`config.mk`:
```
export PLATFORM = sky130hd
export DESIGN_NAME = serial_compare_loader_flat
export DESIGN_NICKNAME = d
export VERILOG_FILES = /design/src/rtl/serial_compare_loader_if.sv /design/src/rtl/serial_compare_loader.sv /design/src/flat_wrapper.sv
export SDC_FILE = /design/constraint.sdc
export NUM_CORES = 1
export LEC_CHECK = 0
export ABC_CLOCK_PERIOD_IN_PS = 1600
export CORE_MARGIN = 1.5
export CORE_UTILIZATION = 45
export CTS_CLUSTER_SIZE = 8
export DETAILED_ROUTE_END_ITERATION = 12
export PLACE_DENSITY = 0.76
export SLEW_MARGIN = 20
export SYNTH_ARGS = -nofsm -noshare
export SYNTH_HDL_FRONTEND = slang
export SYNTH_SLANG_ARGS = --single-unit
```
`constraint.sdc`:
```
create_clock -name clk -period 1.6 [get_ports clk]
set_input_delay 0.16 -clock clk [delete_from_list [all_inputs] [get_ports clk]]
set_output_delay 0.16 -clock clk [all_outputs]
set_load 0.01 [all_outputs]
```
`src/rtl/serial_compare_loader_if.sv`:
```
// serial_compare_loader_if: serial operand lines, parallel operand
// words and comparator result bundle for the serial compare loader.
interface serial_compare_loader_if #(
  parameter int WIDTH = 4
);
  logic             start;
  logic             sdata_a;
  logic             sdata_b;
  logic [WIDTH-1:0] a_out;
  logic [WIDTH-1:0] b_out;
  logic             busy;
  logic             valid;
  logic             eq_in;
  logic             gt_in;
  logic             lt_in;
  logic             eq_q;
  logic             gt_q;
  logic             lt_q;
  logic             res_valid;

  modport master (
    output start, sdata_a, sdata_b,
    output eq_in, gt_in, lt_in,
    input  a_out, b_out, busy, valid,
    input  eq_q, gt_q, lt_q, res_valid
  );

  modport slave (
    input  start, sdata_a, sdata_b,
    input  eq_in, gt_in, lt_in,
    output a_out, b_out, busy, valid,
    output eq_q, gt_q, lt_q, res_valid
  );
endinterface

```
`src/rtl/serial_compare_loader.sv`:
```
// serial_compare_loader: MSB-first deserialiser feeding the comparator.
// Define CMP_RESULT_LATCH_EN to register eq/gt/lt once per load.
module serial_compare_loader #(
  parameter int WIDTH = 4
) (
  input logic                    clk,
  input logic                    rst,
  serial_compare_loader_if.slave bus
);

  localparam int CW = $clog2(WIDTH);
  localparam logic [CW-1:0] LAST = CW'(WIDTH - 1);

  typedef enum logic [1:0] {
    IDLE,
    SHIFT,
    DONE
  } state_t;

  state_t           state;
  state_t           state_nxt;
  logic [CW-1:0]    cnt;
  logic [CW-1:0]    cnt_nxt;
  logic [WIDTH-1:0] sr_a;
  logic [WIDTH-1:0] sr_b;
  logic [WIDTH-1:0] sr_a_nxt;
  logic [WIDTH-1:0] sr_b_nxt;
  logic [WIDTH-1:0] a_q;
  logic [WIDTH-1:0] b_q;
  logic             accept;
  logic             last;

  // Next state, counter and shift-register contents.
  always_comb begin
    state_nxt = state;
    cnt_nxt   = cnt;
    sr_a_nxt  = sr_a;
    sr_b_nxt  = sr_b;
    accept    = 1'b0;
    last      = 1'b0;
    unique case (state)
      IDLE, DONE: begin
        if (bus.start) begin
          accept    = 1'b1;
          state_nxt = SHIFT;
          cnt_nxt   = CW'(1);
          sr_a_nxt  = WIDTH'(bus.sdata_a);
          sr_b_nxt  = WIDTH'(bus.sdata_b);
        end
      end
      SHIFT: begin
        sr_a_nxt = (sr_a << 1) | WIDTH'(bus.sdata_a);
        sr_b_nxt = (sr_b << 1) | WIDTH'(bus.sdata_b);
        if (cnt == LAST) begin
          // Counter parks at LAST so it never wraps.
          last      = 1'b1;
          state_nxt = DONE;
        end else begin
          cnt_nxt = cnt + 1'b1;
        end
      end
      default: begin
        state_nxt = IDLE;
      end
    endcase
  end

  // State, counter and shift registers.
  always_ff @(posedge clk or posedge rst) begin
    if (rst) begin
      state <= IDLE;
      cnt   <= '0;
      sr_a  <= '0;
      sr_b  <= '0;
    end else begin
      state <= state_nxt;
      cnt   <= cnt_nxt;
      sr_a  <= sr_a_nxt;
      sr_b  <= sr_b_nxt;
    end
  end

  // Parallel words update only when a pair is complete.
  always_ff @(posedge clk or posedge rst) begin
    if (rst) begin
      a_q <= '0;
      b_q <= '0;
    end else if (last) begin
      a_q <= sr_a_nxt;
      b_q <= sr_b_nxt;
    end
  end

  assign bus.a_out = a_q;
  assign bus.b_out = b_q;
  assign bus.busy  = (state == SHIFT);
  assign bus.valid = (state == DONE);

`ifdef CMP_RESULT_LATCH_EN
  logic eq_r;
  logic gt_r;
  logic lt_r;
  logic res_r;

  // Capture the comparator once, on the first DONE edge of a load.
  always_ff @(posedge clk or posedge rst) begin
    if (rst) begin
      eq_r  <= 1'b0;
      gt_r  <= 1'b0;
      lt_r  <= 1'b0;
      res_r <= 1'b0;
    end else if (accept) begin
      eq_r  <= 1'b0;
      gt_r  <= 1'b0;
      lt_r  <= 1'b0;
      res_r <= 1'b0;
    end else if (state == DONE && !res_r) begin
      eq_r  <= bus.eq_in;
      gt_r  <= bus.gt_in;
      lt_r  <= bus.lt_in;
      res_r <= 1'b1;
    end
  end

  assign bus.eq_q      = eq_r;
  assign bus.gt_q      = gt_r;
  assign bus.lt_q      = lt_r;
  assign bus.res_valid = res_r;
`else
  logic unused_accept;

  assign unused_accept = accept;
  assign bus.eq_q      = bus.eq_in & bus.valid;
  assign bus.gt_q      = bus.gt_in & bus.valid;
  assign bus.lt_q      = bus.lt_in & bus.valid;
  assign bus.res_valid = bus.valid;
`endif

endmodule

```
`src/flat_wrapper.sv`:
```
// flat-port wrapper written by rule: the top's interface ports become plain ports
module serial_compare_loader_flat 
#(
  parameter int WIDTH = 4
)
  (clk, rst, bus_start, bus_sdata_a, bus_sdata_b, bus_eq_in, bus_gt_in, bus_lt_in, bus_a_out, bus_b_out, bus_busy, bus_valid, bus_eq_q, bus_gt_q, bus_lt_q, bus_res_valid);
  serial_compare_loader_if #(.WIDTH(WIDTH)) bus_i ();
  input logic clk;
  input logic rst;
  input wire logic [$bits(bus_i.start)-1:0] bus_start;
  input wire logic [$bits(bus_i.sdata_a)-1:0] bus_sdata_a;
  input wire logic [$bits(bus_i.sdata_b)-1:0] bus_sdata_b;
  input wire logic [$bits(bus_i.eq_in)-1:0] bus_eq_in;
  input wire logic [$bits(bus_i.gt_in)-1:0] bus_gt_in;
  input wire logic [$bits(bus_i.lt_in)-1:0] bus_lt_in;
  output wire logic [$bits(bus_i.a_out)-1:0] bus_a_out;
  output wire logic [$bits(bus_i.b_out)-1:0] bus_b_out;
  output wire logic [$bits(bus_i.busy)-1:0] bus_busy;
  output wire logic [$bits(bus_i.valid)-1:0] bus_valid;
  output wire logic [$bits(bus_i.eq_q)-1:0] bus_eq_q;
  output wire logic [$bits(bus_i.gt_q)-1:0] bus_gt_q;
  output wire logic [$bits(bus_i.lt_q)-1:0] bus_lt_q;
  output wire logic [$bits(bus_i.res_valid)-1:0] bus_res_valid;
  assign bus_i.start = bus_start;
  assign bus_i.sdata_a = bus_sdata_a;
  assign bus_i.sdata_b = bus_sdata_b;
  assign bus_i.eq_in = bus_eq_in;
  assign bus_i.gt_in = bus_gt_in;
  assign bus_i.lt_in = bus_lt_in;
  assign bus_a_out = bus_i.a_out;
  assign bus_b_out = bus_i.b_out;
  assign bus_busy = bus_i.busy;
  assign bus_valid = bus_i.valid;
  assign bus_eq_q = bus_i.eq_q;
  assign bus_gt_q = bus_i.gt_q;
  assign bus_lt_q = bus_i.lt_q;
  assign bus_res_valid = bus_i.res_valid;
  serial_compare_loader #(.WIDTH(WIDTH)) u_core (.clk(clk), .rst(rst), .bus(bus_i));
endmodule
```
==> results of run 1 <==
## power by group through the flow
stage	combinational, µW	sequential (µW)	clock (µW)
6_report	1080	817	275
5_1_grt	1180	849	305
3_5_place_dp	1120	830	0
3_3_place_gp	1080	820	0
4_1_cts	1090	820	286
2_1_floorplan	632	858	0
## worst paths after layout
kind | startpoint | endpoint | cells past startpoint
min in group clk | bus_sdata_b | u_core.sr_b[0]$_DFF_PP0_ | 2
worst min register to register | u_core.bus.b_out[3]$_DFFE_PP0P_ | u_core.bus.b_out[3]$_DFFE_PP0P_ | 1
worst min-delay path | rst | u_core.cnt[1]$_DFFE_PP0P_ | 3
max in group asynchronous | rst | u_core.bus.a_out[1]$_DFFE_PP0P_ | 3
worst max register to register | u_core.cnt[0]$_DFFE_PP0P_ | u_core.cnt[1]$_DFFE_PP0P_ | 4
worst max-delay path | u_core.state[1]$_DFFE_PP0P_ | bus_gt_q | 3
## repair_timing
item | in CTS | in global routing
setup endpoints to repair | 6 | 1
resized for setup | 6 | 1
setup buffers | 0 | 0
hold buffers | 0 | 0
gates cloned | 0 | 0
## metal layers
metal	GRT usage	vias up
met4	0.106	0
met5	0	-
met2	0.277	17
met3	0.0440	2
li1	-	271
met1	0.187	261
## kinds of logic (layout without fill, tap and decap cells)
logic type	Yosys count	in the layout
compound gates	8	8
mux	16	16
buf+inv	5	33
simple gates	14	14
fa+ha+maj	1	1
xor+xnor	1	1
flops	18	18
## flip-flops by register name (all words and copies together) (netlist names)
name,cells
u_core.bus.a_out,4
u_core.bus.b_out,4
u_core.sr_a,3
u_core.sr_b,3
u_core.cnt,2
u_core.state,2
## cell usage after synthesis
cell type  instances
ha_1               1
a21oi_1            1
nand2_1            5
mux2i_1            5
buf_4              2
a21o_2             1
xnor2_1            1
o21ai_0            5
dfrtp_1           18
nor2b_4            1
nor3_1             1
inv_1              3
o22ai_1            1
and2b_2            1
mux2_2            11
and2_1             3
nor2_1             2
nand2_4            1
## critical path, cell delays in order (launching register included)
cell and delay [ns]:
dfrtp_1 0.40, and2b_2 0.23, and2_1 0.15, dlygate4sd2_1 0.28
## per-stage QoR
stage,hold slack (ns),worst slack [ns],util,instances,area [µm²]
final,0.176,0.0870,0.642,108,1080
after floorplan,0.0986,0.364,-,63,801
after global placement,0.488,0.190,0.624,104,1050
after CTS,0.174,0.0630,0.641,108,1080
after global routing,0.217,0.0105,0.642,108,1080
after detailed placement,0.493,0.152,0.624,104,1050
## area by class of cell
class,instances,area [µm²],area share
multi-input combinational,40,324,0.299
sequential,18,450,0.415
timing repair buffer,26,241,0.223
tap,17,21.3,0.0196
inverter,3,11.3,0.0104
clock buffer,4,36.3,0.0334
## cells in the final DEF (no fill, tap or decap)
cell	netlist	routed
mux2i_1	5	5
clkdlybuf4s50_1	0	15
nand2_1	5	5
dlygate4sd2_1	0	5
clkdlybuf4s15_1	0	1
mux2_2	11	11
o22ai_1	1	1
nor2_1	2	2
nand2_4	1	1
dfrtp_1	18	18
xnor2_1	1	1
ha_1	1	1
clkbuf_4	0	3
buf_4	2	5
a21oi_1	1	1
o21ai_0	5	5
inv_1	3	3
and2b_2	1	1
and2_1	3	3
nor3_1	1	1
clkbuf_8	0	1
nor2b_4	1	1
a21o_2	1	1
==> results.toml, run 1 <==
[clocking]
clk_latency_ns = 0.29
clkSinkCount = 18
cts_made_buffers = 3
path_clk_slew_ns = 0.10
cts_tree = "done"
clockBufferDepth = 2
cts_max_level = 1
root_buffer = "clkbuf_4"

[pwr]
power_density_mw_per_mm2 = 2000
power_frac_comb = 0.498
clkPwrFrac = 0.127
ir_drop_mv = 1.32
p_total_uw = 2170
switching_power_uw = 726
power_leakage_uw = 0.000511
internal_power_uw = 1450
seqPwrFrac = 0.376
sw_frac_of_total = 0.334

[setup_path]
worstSetupPathType = "flop to output pin"
r2r_setup_slack_ns = 0.26
cp-start-kind = "flop"
crit_path_end_kind = "output pin"
worstPathRequired_ns = 1.44
critPathMaxFanout = 6
worstPathArrival_ns = 1.35

[drt]
via_count = 551
wl_met3_um = 91
drt_iter0_drc = 7
wirelength_met1_um = 612
drc = 0
wl_mm = 1.42
highest_layer = "met4"
dr.pass1.iters = 2
vias_per_cell = 5.10
avgRoutedWirePerCell_um = 13.1
antenna_left = 0
route.met2.wl_um = 696

[grt]
track_usage = 0.166
grt_pass1_vias = 527
grt_pass1_wl_mm = 2.30
overflow = 0
antenna_found_initial = 0
grt_max_degree = 19

[timing]
hold_viol = 0
max_freq_mhz = 661
worst_pin_slew_ns = 0.282
worst_clock_skew_ns = 0.00479
slew_headroom = 0.811
slew_viol_final = 0
fin_crit_sh = 0.946
setup-tns-final_ns = 0
grt_setup_unrepaired = "no"
fin_crit_ns = 1.51
setup_viol = 0

[yosys]
yosys.area_share.simple = 0.105
synth_top_family_by_area = "multiplexers"
synth_top_area_share = 0.563
synth.top_cells.by_area = "dfrtp_1 (56%), mux2_2 (15%), mux2i_1 (6.3%)"
synthDistinctLibCells = 18
synthAdderAreaFrac = 0.0156
yosysSeqAreaShare = 0.563
synth_compound_area_frac = 0.0563
synthMuxAreaShare = 0.217
synth_area_leader_cell = "dfrtp_1"
ys_warn_count = 0
synth_area_um2 = 801
synth_seq_cells = 18
syn-instance-count = 63
synth_xor_area_frac = 0.0109
syn_avg_cell_area_um2 = 12.7
syn_nets = 72

[finish]
drive_gt1_frac = 0.264
syn_to_final_growth_pct = 35.5
antenna_cells = 0
fillers = 140
final_nets = 101

[placement]
port_buffers = 21
post-dp-hpwl_mm = 1.07
gp_congestion = 0.674

[floorplan]
die_area_mm2 = 0.00204
die_w_um = 45.2
die_y_um = 45.2
io_pins = 22
start_util = 0.474
rows = 15
core_area_mm2 = 0.00169

[job]
maxCapViolations = 0

[run_status]
status = "completed"

[min_path]
hold_path_class = "input port to asynchronous set/reset pin"
Note: power is estimated with default switching activity, not from simulation.
==> inputs of run 2 (changes only) <==
--- a/config.mk
+++ b/config.mk
@@ -11,6 +11,7 @@
 export CTS_CLUSTER_SIZE = 8
 export DETAILED_ROUTE_END_ITERATION = 12
 export PLACE_DENSITY = 0.76
+export SKIP_CTS_REPAIR_TIMING = 1
 export SLEW_MARGIN = 20
 export SYNTH_ARGS = -nofsm -noshare
 export SYNTH_HDL_FRONTEND = slang
==> results.toml, run 2 (synthesis gave the netlist of run 1 again) <==
[run_status]
status = "completed"

[floorplan]
die_area_mm2 = 0.00204
io_pins = 22
die_w_um = 45.2
start_util = 0.474
rows = 15
core_area_mm2 = 0.00169
die_y_um = 45.2

[timing]
grt_setup_unrepaired = "no"
worst_slack_ns = 0.194
max_freq_mhz = 711
worst_clock_skew_ns = 0.00495
hold_viol = 0
fin_crit_sh = 0.879
setup-tns-final_ns = 0
fin_crit_ns = 1.41
slew_headroom = 0.811
worst_pin_slew_ns = 0.282
setup_viol = 0
slew_viol_final = 0

[grt]
track_usage = 0.166
grt_pass1_vias = 527
antenna_found_initial = 0
grt_pass1_wl_mm = 2.30
grt_max_degree = 19
overflow = 0

[finish]
utilization = 0.655
final_area_mm2 = 0.00111
syn_to_final_growth_pct = 38.1
final_common_cell = "dfrtp_1"
final_cell_mix = "dfrtp_1 (18), clkdlybuf4s50_1 (15), mux2_2 (11)"
drive_gt1_frac = 0.264
antenna_cells = 0
fillers = 136
final_nets = 101

[setup_path]
rr_worst_depth = 4
worstSetupPathType = "flop to output pin"
r2r_setup_slack_ns = 0.26
worstPathArrival_ns = 1.25
crit_path_max_incr_delay_ns = 0.40
cp-start-kind = "flop"
slowest_stage = "dfrtp_1"
crit_path_end_kind = "output pin"
worstReg2RegStart = "u_core.cnt[0]$_DFFE_PP0P_"
crit_path_cell_trace = "and2b_2 -> and2_1 -> dlymetal6s2s_1"
path_delay_family = "flip-flops"
crit_buf_inv = 1
r2r_end = "u_core.cnt[1]$_DFFE_PP0P_"
worstPathRequired_ns = 1.44
critPathMaxFanout = 6

[drt]
drc = 0
antenna_left = 0
via_count = 551
drt_iter0_drc = 7
vias_per_cell = 5.10
avgRoutedWirePerCell_um = 13.2
wl_mm = 1.43
dr.pass1.iters = 2

[clocking]
cts_max_level = 1
cts_made_buffers = 3
clockBufferDepth = 2
clkSinkCount = 18
clk_latency_ns = 0.29
root_buffer = "clkbuf_4"
path_clk_slew_ns = 0.10
cts_tree = "done"

[min_path]
hold_path_class = "input port to asynchronous set/reset pin"

[placement]
postPlaceCellArea_mm2 = 0.00105
post-dp-hpwl_mm = 1.07
pre_cts_ws_ns = 0.152
gp_congestion = 0.674
port_buffers = 21

[pwr]
power_density_mw_per_mm2 = 1980
p_total_uw = 2190
ir_drop_mv = 1.33
power_leakage_uw = 0.000589

[job]
maxCapViolations = 0
-- run 2: worst max-delay path by stage --
stage	from	endpoint	slack (ns)	depth (start not counted)
after global placement	u_core.state[0]$_DFFE_PP0P_	bus_lt_q	0.19	3
after global routing	u_core.state[1]$_DFFE_PP0P_	bus_lt_q	0.11	3
after floorplan	u_core.state[1]$_DFFE_PP0P_	u_core.sr_a[0]$_DFF_PP0_	0.36	4
after CTS	u_core.state[0]$_DFFE_PP0P_	bus_lt_q	-0.18	3
after detailed placement	bus_lt_in	bus_lt_q	0.15	3
final	u_core.state[1]$_DFFE_PP0P_	bus_lt_q	0.19	3
-- run 2: final cells by class --
cell class / instances / area (µm²) / share of cell area
Clock buffer: 4 / 36.3 / 0.0328
Inverter: 3 / 11.3 / 0.0102
Multi-Input combinational cell: 40 / 324 / 0.293
Sequential cell: 18 / 450 / 0.407
Tap cell: 17 / 21.3 / 0.0192
Timing Repair Buffer: 26 / 263 / 0.238
-- run 2: report_power, final --
group	internal [µW]	switching (µW)
clock network	138	137
registers	681	137
logic	645	453
total	1460	726
-- run 2: per-layer routing --
layer,track usage,routed length (µm),vias up
met5,0,0,-
met3,0.0440,97,2
met4,0.106,13,0
li1,-,-,271
met1,0.187,611,261
met2,0.274,702,17
-- run 2: worst min-delay path, stage by stage --
cell and delay (ns):
clkdlybuf4s50_1 0.39, inv_1 0.05, buf_4 0.24
-- run 2: stage by stage --
stage / instances / hold slack [ns]
after detailed placement: 104 / 0.493
after floorplan: 63 / 0.0986
final: 108 / 0.175
after global routing: 108 / 0.217
after global placement: 104 / 0.488
after CTS: 108 / 0.174
